===== src/rtl/sindoku_pkg.sv =====
// sindoku_pkg: one-hot engine states and linear cell-index helpers.
package sindoku_pkg;

   typedef enum logic [5:0] {
      I         = 6'b000001,
      LOAD      = 6'b000010,
      SOLVE     = 6'b000100,
      CHECK     = 6'b001000,
      CORRECT   = 6'b010000,
      INCORRECT = 6'b100000
   } state_e;

   function automatic int idx(input int row, input int col, input int n);
      return row * n + col;
   endfunction

   function automatic int idx_row(input int a, input int n);
      return a / n;
   endfunction

   function automatic int idx_col(input int a, input int n);
      return a % n;
   endfunction

endpackage


===== src/rtl/sindoku_cursor.sv =====
// sindoku_cursor: row/col cursor with saturating moves; opposite presses cancel.
module sindoku_cursor #(
   parameter int N  = 9,
   parameter int VW = 4
) (
   input  logic          Clk,
   input  logic          Reset,
   input  logic          clr_i,
   input  logic          en_i,
   input  logic          r_i,
   input  logic          l_i,
   input  logic          u_i,
   input  logic          d_i,
   output logic [VW-1:0] row_o,
   output logic [VW-1:0] col_o
);

   logic [VW-1:0] row_q, row_d, col_q, col_d;

   always_comb begin
      col_d = (r_i && !l_i && col_q != VW'(N-1)) ? col_q + 1'b1 :
              (l_i && !r_i && col_q != '0)        ? col_q - 1'b1 : col_q;
      row_d = (d_i && !u_i && row_q != VW'(N-1)) ? row_q + 1'b1 :
              (u_i && !d_i && row_q != '0)        ? row_q - 1'b1 : row_q;
   end

   always_ff @(posedge Clk or posedge Reset)
      if (Reset) begin
         row_q <= '0;
         col_q <= '0;
      end else if (clr_i) begin
         row_q <= '0;
         col_q <= '0;
      end else if (en_i) begin
         row_q <= row_d;
         col_q <= col_d;
      end

   assign row_o = row_q;
   assign col_o = col_q;

endmodule


===== src/rtl/sindoku_engine.sv =====
// sindoku_engine: BOX*BOX Sudoku engine - ROM load, clue locking, cursor edits, solution scan.
// Define SINDOKU_ERRCNT_EN to scan the whole grid on CHECK and report err_count.
module sindoku_engine
   import sindoku_pkg::*;
#(
   parameter int BOX = 3,
   parameter int VW  = $clog2(BOX*BOX+1),
   parameter int AW  = $clog2(BOX**4)
) (
   input  logic          Clk,
   input  logic          Reset,
   input  logic          Start,
   input  logic          BtnR,
   input  logic          BtnL,
   input  logic          BtnU,
   input  logic          BtnD,
   input  logic          BtnC,
   input  logic          CheckSolu,
   input  logic          Ack,
   input  logic [VW-1:0] UserIn,
   output logic [AW-1:0] rom_addr,
   input  logic [VW-1:0] rom_puz,
   input  logic [VW-1:0] rom_sol,
   input  logic [VW-1:0] rd_row,
   input  logic [VW-1:0] rd_col,
   output logic [VW-1:0] rd_val,
   output logic          rd_given,
   output logic [VW-1:0] cur_row,
   output logic [VW-1:0] cur_col,
   output logic [VW-1:0] err_row,
   output logic [VW-1:0] err_col,
`ifdef SINDOKU_ERRCNT_EN
   output logic [AW:0]   err_count,
`endif
   output logic          q_I,
   output logic          q_Load,
   output logic          q_Solve,
   output logic          q_Check,
   output logic          q_Correct,
   output logic          q_Incorrect
);

   localparam int N  = BOX * BOX;
   localparam int NN = N * N;

   state_e        state_q, state_d;
   logic [VW-1:0] grid_q [NN];
   logic [VW-1:0] sol_q  [NN];
   logic [NN-1:0] given_q;
   logic [AW-1:0] rom_addr_q, cur_a, k_a, ld_a, rd_a;
   logic [AW:0]   k_q;
   logic [VW-1:0] err_row_q, err_col_q;
   logic          mis, last, load_done, wr_en, rd_ok, err_first;

   sindoku_cursor #(.N(N), .VW(VW)) u_cursor (
      .Clk   (Clk),
      .Reset (Reset),
      .clr_i (load_done),
      .en_i  (state_q == SOLVE && !CheckSolu),
      .r_i   (BtnR),
      .l_i   (BtnL),
      .u_i   (BtnU),
      .d_i   (BtnD),
      .row_o (cur_row),
      .col_o (cur_col)
   );

   // k_q counts LOAD cycles (write index lags by one) and is the CHECK scan index
   assign k_a       = k_q[AW-1:0];
   assign ld_a      = AW'(k_q - 1'b1);
   assign cur_a     = AW'(idx(int'(cur_row), int'(cur_col), N));
   assign mis       = grid_q[k_a] == '0 || grid_q[k_a] != sol_q[k_a];
   assign last      = k_q == (AW+1)'(NN-1);
   assign load_done = state_q == LOAD && k_q == (AW+1)'(NN);
   assign wr_en     = state_q == SOLVE && !CheckSolu && BtnC && !given_q[cur_a] && UserIn <= VW'(N);
   assign rd_ok     = rd_row < VW'(N) && rd_col < VW'(N);
   assign rd_a      = rd_ok ? AW'(idx(int'(rd_row), int'(rd_col), N)) : '0;
   assign rd_val    = rd_ok ? grid_q[rd_a] : '0;
   assign rd_given  = rd_ok && given_q[rd_a];

`ifdef SINDOKU_ERRCNT_EN
   logic [AW:0] err_count_q;
   assign err_first = err_count_q == '0;
   assign err_count = err_count_q;
`else
   assign err_first = 1'b1;
`endif

   always_comb begin
      state_d = state_q;
      case (state_q)
         I:         if (Start) state_d = LOAD;
         LOAD:      if (load_done) state_d = SOLVE;
         SOLVE:     if (CheckSolu) state_d = CHECK;
`ifdef SINDOKU_ERRCNT_EN
         CHECK:     if (last) state_d = (err_count_q == '0 && !mis) ? CORRECT : INCORRECT;
`else
         CHECK:     state_d = mis ? INCORRECT : last ? CORRECT : CHECK;
`endif
         CORRECT:   if (Ack) state_d = I;
         INCORRECT: if (Ack) state_d = SOLVE;
         default:   state_d = I;
      endcase
   end

   always_ff @(posedge Clk or posedge Reset)
      if (Reset) state_q <= I;
      else       state_q <= state_d;

   always_ff @(posedge Clk or posedge Reset)
      if (Reset) begin
         rom_addr_q <= '0;
         k_q        <= '0;
         err_row_q  <= '0;
         err_col_q  <= '0;
         given_q    <= '0;
         for (int i = 0; i < NN; i++) begin
            grid_q[i] <= '0;
            sol_q[i]  <= '0;
         end
`ifdef SINDOKU_ERRCNT_EN
         err_count_q <= '0;
`endif
      end else begin
         if (state_q == I && Start) begin
            rom_addr_q <= '0;
            k_q        <= '0;
         end
         if (state_q == LOAD) begin
            k_q <= k_q + 1'b1;
            if (rom_addr_q != AW'(NN-1)) rom_addr_q <= rom_addr_q + 1'b1;
            if (k_q != '0) begin
               grid_q[ld_a]  <= rom_puz;
               sol_q[ld_a]   <= rom_sol;
               given_q[ld_a] <= rom_puz != '0;
            end
         end
         if (wr_en) grid_q[cur_a] <= UserIn;
         if (state_q == SOLVE && CheckSolu) begin
            k_q <= '0;
`ifdef SINDOKU_ERRCNT_EN
            err_count_q <= '0;
`endif
         end
         if (state_q == CHECK) begin
            k_q <= k_q + 1'b1;
            if (mis && err_first) begin
               err_row_q <= VW'(idx_row(int'(k_a), N));
               err_col_q <= VW'(idx_col(int'(k_a), N));
            end
`ifdef SINDOKU_ERRCNT_EN
            err_count_q <= err_count_q + (AW+1)'(mis);
`endif
         end
      end

   assign rom_addr    = rom_addr_q;
   assign err_row     = err_row_q;
   assign err_col     = err_col_q;
   assign q_I         = state_q == I;
   assign q_Load      = state_q == LOAD;
   assign q_Solve     = state_q == SOLVE;
   assign q_Check     = state_q == CHECK;
   assign q_Correct   = state_q == CORRECT;
   assign q_Incorrect = state_q == INCORRECT;

endmodule


===== config.mk =====
export PLATFORM = sky130hd
export DESIGN_NAME = sindoku_engine
export DESIGN_NICKNAME = d
export VERILOG_FILES = /design/src/rtl/sindoku_pkg.sv /design/src/rtl/sindoku_cursor.sv /design/src/rtl/sindoku_engine.sv
export SDC_FILE = /design/constraint.sdc
export NUM_CORES = 2
export LEC_CHECK = 0
export CAP_MARGIN = 15
export CORE_MARGIN = 3
export CORE_UTILIZATION = 55
export DETAILED_ROUTE_END_ITERATION = 8
export PLACE_DENSITY_LB_ADDON = 0.15
export SKIP_CTS_REPAIR_TIMING = 1
export SLEW_MARGIN = 20
export SYNTH_ARGS = -nofsm -noshare
export SYNTH_HDL_FRONTEND = slang
export SYNTH_SLANG_ARGS = --single-unit

===== constraint.sdc =====
create_clock -name Clk -period 60.1 [get_ports Clk]
set_clock_uncertainty 0.15 [all_clocks]
set_input_delay 12.02 -clock Clk [delete_from_list [all_inputs] [get_ports Clk]]
set_output_delay 12.02 -clock Clk [all_outputs]
set_load 0.01 [all_outputs]

**Word level (Yosys, flattened, before mapping)**

Index checks and enable logic that the tools add are counted.
W data, S select, Z words.

- $mul: 2
- Div/mod/pow operators: 2
- Add/sub/neg operators: 9
- Magnitude comparators: 13
- Reduce and logical (&&, ||, !) cells: 41
- Bitwise operators: 4
- Equality and inequality tests: 17
- Multiplexer cells: 51

Operators with widths:

| operator | count |
|---|---|
| $bwmux W324 | 3 |
| $mux W324 | 3 |
| $bmux W4 S7 | 3 |
| $bwmux W81 | 1 |
| $mux W4 | 17 |
| $demux W4 S7 | 2 |
| $mux W6 | 6 |
| $pmux W6 S6 | 1 |
| $div A8 B5 Y32 const B | 1 |
| $ge A8 B8 Y1 const B | 4 |
| $mod A8 B5 Y32 const B | 1 |
| $mux W8 | 4 |
| $not A7 Y8 | 4 |
| $mux W7 | 4 |
| $lt A7 B8 Y1 const B | 3 |
| $logic_and A1 B1 Y1 | 20 |
| $eq A8 B7 Y1 const B | 2 |
| $lt A8 B1 Y1 const B | 2 |
| $reduce_bool A4 Y1 | 4 |
| $add A7 B4 Y7 | 2 |
| $bmux W1 S7 | 2 |
| $mul A4 B4 Y7 const B | 2 |
| $add A4 B1 Y4 const B | 2 |
| $add A8 B1 Y8 const B | 1 |
| other kinds (28) | 45 |

- Input port bits: 30
- Flip-flop bits (word level): 766
- Word-level logic and storage cells: 309

**Longest topological paths before layout**

- Depth in word-level cells: 11
- Depth in mapped cells: 22

**Cells and area by module**

From an unflattened synthesis, not the netlist that was laid out.

- Cells, all modules: 3869
- Area, all modules: 45423.6 µm²

Modules (own cells, without submodules):

| module | cells an instance | instances | sequential area each (µm²) | area each (µm²) |
|---|---|---|---|---|
| sindoku_engine | 3807 | 1 | 18969.4 | 44795.5 |
| sindoku_cursor | 62 | 1 | 200.2 | 628.1 |

**Least setup slack after synthesis**

OpenSTA, ideal clock, no wires.

- Kind: input-to-output
- From: in rd_row[1]
- To: out rd_val[2]
- Cell stages on the path: 12
- Path buffers: 4
- Slack: 32.892 ns
- Arrival: 15.038 ns
- Cell sequence: ha_1 > ha_1 > clkbuf_1 > nand3_1 > clkbuf_1 > clkbuf_1 > clkbuf_1 > a311oi_1 > a21oi_1 > o211ai_1 > o211ai_1 > a2111oi_0

- Word-level cells in the longest chain between the ends: 8

RTL lines:

| element | line | source |
|---|---|---|
| from (decl) | sindoku_engine.sv:24 | `input logic [VW-1:0] rd_row,` |
| $mul A4 B4 Y7 / $lt A4 B4 Y1 (equally long branches) | sindoku_pkg.sv:14, sindoku_engine.sv:76 |  |
| $add A7 B4 Y7 / $logic_and A1 B1 Y1 (equally long branches) | sindoku_pkg.sv:14, sindoku_engine.sv:76 |  |
| $mux W7 | sindoku_engine.sv:77 | `assign rd_a = rd_ok ? AW'(idx(int'(rd_row), int'(rd_col), N)) : '0;` |
| $not A7 Y8 (not written as such) | sindoku_engine.sv:78 | `assign rd_val = rd_ok ? grid_q[rd_a] : '0;` |
| $bmux W4 S7 | sindoku_engine.sv:78 |  |
| $mux W4 (not written as such) (2 in a row) | sindoku_engine.sv:78 |  |
| $mux W4 * | sindoku_engine.sv:78 |  |
| to (decl) | sindoku_engine.sv:26 | `output logic [VW-1:0] rd_val,` |

Every way passes the cells marked *; elsewhere a longest branch is shown, timed or not. The select of a mux whose other input is x is not followed.

**Worst setup path after layout**

- From: in rd_row[1]
- To: out rd_val[1]

Same word-level chain as after synthesis.

==> metrics <==
I/O pin total 64; Mapped Nets 4164; Remaining Overflow, GRT 0; fraction of power consumed by sequential logic 32.9%; Worst-Margin Slew 1.24 ns; Die H 292 µm; 1st-iter DRT viols 5113; Synth cell types 84; Clock Latency Late Sink 0.66 ns; mapped cell area 0.0448 mm²; Tot Pwr 1.95 mW; ys async rst share 100%; clk buf depth 3; Psw 0.803 mW; hold_ws 0.338 ns; Post-Synthesis Cells 4088; Worst Path Required 47.93 ns; Yosys top cell area share 42.7%; Seq. cell area 0.0192 mm²; final wirelength 159000 µm; worst rel slew slack 17.5%; Int Power 1.15 mW; drt drc 0; CTS H-tree lvls 3; row cnt 104; Ys Warns 0; Fin. Hold Viols 0; Crit Path Category in -> out; root buf cell clkbuf_16; final worst slack 29.96 ns; Clk pwr share 26.9%; slowest cell delay on critical path 0.71 ns; share of cells above drive strength 1 26.8%; clock sink count 766; WP data arrival 17.97 ns; initial core utilization 55.6%; Worst R2R Path Depth 20; Primary FF master, synth dfrtp_1; WL/cell 31.0 µm; largest net degree at the start of global routing 168; synth cell count leaders dfrtp_1, mux2_2, nand2_1; Post-DRT Antenna Nets 0; clk slew on worst S/H paths 0.06 ns; vias per cell 7.13; Hold Path Class reg -> reg; Final HPWL DP 102000 µm; core outline area 0.0807 mm²; via count 36536; Final Wtd Congestion 1.03; pre-CTS setup slack 30.15 ns; Synth area leader dfrtp_1; maximum VDD drop 0.0392 mV; CTS tree yes; Post-synth EDFFs 0; PD cells 39.8 mW/mm²; number of global-route vias before repair 35184; I/O Buffers 63; LEAKAGE 20.7 nW; most frequent cell after synthesis dfrtp_1; CP endpoint kind output pin; Antenna Diode Count 0; CP max FO 34; DIE AREA 0.0850 mm²; antenna violations before repair 2; Num CTS Buffers 85; fin crit share 50.1%; leading post-synthesis cells by cell area dfrtp_1, mux2_2, mux4_2; Mapped Avg Cell Area 11.0 µm²; FMAX 0.0332 GHz; drt pass-1 iters 7; Synth Register Bits 766; setup violators final 0; # fillers 6649; max-cap check violation count 0; CP dominant cell by count buf_4; Comb pwr share 40.2%; Max stage delay cell, worst path a311oi_1; fin nets 4074; Switching Fraction 41.1%; die width 292 µm; global-route usage over all layers 36.8%; fin. max-slew vios 0; sequential area share after synthesis 42.7%; status finished clean; first-pass GRT wire length 236000 µm; Tmin final 30.14 ns; setup TNS 0 ns; hold depth 1; CP Cell Sequence clkdlybuf4s50_1 -> ha_1 -> ha_1 -> buf_4 -> nand3_4 -> buf_4 -> nor2_4 -> buf_4 -> a222oi_1 -> nand2_1 -> o211ai_1 -> a311oi_1 -> nor3_1 -> a2111oi_0 -> buf_4 -> clkdlybuf4s50_1; multi-input logic area 0.0242 mm²; RSZ-0062 raised after global routing false; P&R area growth vs syn 9.49%; Startpoint Class input port
[cells in the final DEF, fill, tap and decap left out, types with 21 or more instances in the layout]
cell type and n:
dfrtp_1 761, mux2_2 622, nand2_1 365, mux2i_1 283
a21oi_1 250, o21ai_0 180, nor2_1 157, nor4_1 146
mux4_2 145, buf_4 120, clkbuf_16 87, nand4_1 71
nand3_1 54, clkdlybuf4s50_1 51, a31oi_1 46, a22oi_1 44
a221oi_1 42, ha_1 41, nor2b_1 39, a211oi_1 39
inv_1 33, o221ai_1 32, o211ai_1 30, nor3_1 27
a222oi_1 27, clkbuf_1 23, xnor2_1 22, o22ai_1 21
[registers in the layout, summed over array words and instances, names as in the netlist]
| register | count |
|---|---|
| rom_addr | 7 |
| err_row | 4 |
| state_q | 6 |
| u_cursor.col_o | 4 |
| u_cursor.row_o | 4 |
| sol_q | 324 |
| k_q | 8 |
| grid_q | 324 |
| err_col | 4 |
| given_q | 81 |
[final timing paths]
path,endpoint,startpoint,slack [ns]
setup reg to reg,err_col[0],k_q[4],53.49
setup / recovery,rd_val[1],rd_row[1],29.96
hold reg to reg,err_row[1],err_row[1],0.34
min in group asynchronous,sol_q[323],Reset,11.79
hold / removal,err_row[1],err_row[1],0.34
max in group asynchronous,grid_q[201],Reset,44.78
[per-stage QoR]
| step | instances | instance area (µm²) | utilization (%) |
|---|---|---|---|
| 2_1_floorplan | 4088 | 44800 | - |
| 3_3_place_gp | 4971 | 46300 | 57.4 |
| 3_5_place_dp | 4971 | 46300 | 57.4 |
| 4_1_cts | 5125 | 49100 | 60.8 |
| 5_1_grt | 5125 | 49100 | 60.9 |
| 6_report | 5125 | 49100 | 60.9 |
[power by group through the flow]
stage | logic, mW | clock network, mW | registers [mW]
global placement | 0.744 | 0 | 0.647
detailed placement | 0.753 | 0 | 0.649
global route | 0.812 | 0.548 | 0.649
finish | 0.786 | 0.525 | 0.642
CTS | 0.754 | 0.529 | 0.640
floorplan | 0.498 | 0 | 0.624
[layout make-up]
cell class	count	share of cell area (%)
Tap cell	1060	2.70
Timing Repair Buffer	184	3.07
Sequential cell	766	39.1
Clock inverter	26	0.502
Inverter	40	0.321
Multi-Input combinational cell	2921	49.2
Clock buffer	128	5.11
[per-layer routing]
metal  global-route usage [%]  wire, µm  vias to the layer above
met5                        0        25                        -
met2                     54.2     68300                     2359
met3                     10.6     19300                      562
met1                     50.2     62000                    18327
li1                         -         -                    15284
met4                     18.3      9480                        4
[worst max-delay path, delay by kind of cell]
family / cells / cell delay (ns)
AND/OR/NAND/NOR: 4 / 1.25
AO/OA/AOI/OAI: 4 / 1.44
adder cells (fa/ha/maj): 2 / 0.61
buffers and inverters: 6 / 2.59
[cells by family after synthesis]
kind of cell	synth area share (%)
AO/OA/AOI/OAI	11.9
adder cells (fa/ha/maj)	1.37
buffers and inverters	3.68
flip-flops	42.7
multiplexers	29.3
AND/OR/NAND/NOR	10.4
XOR/XNOR	0.645
Power figures use the tool's default switching activity.
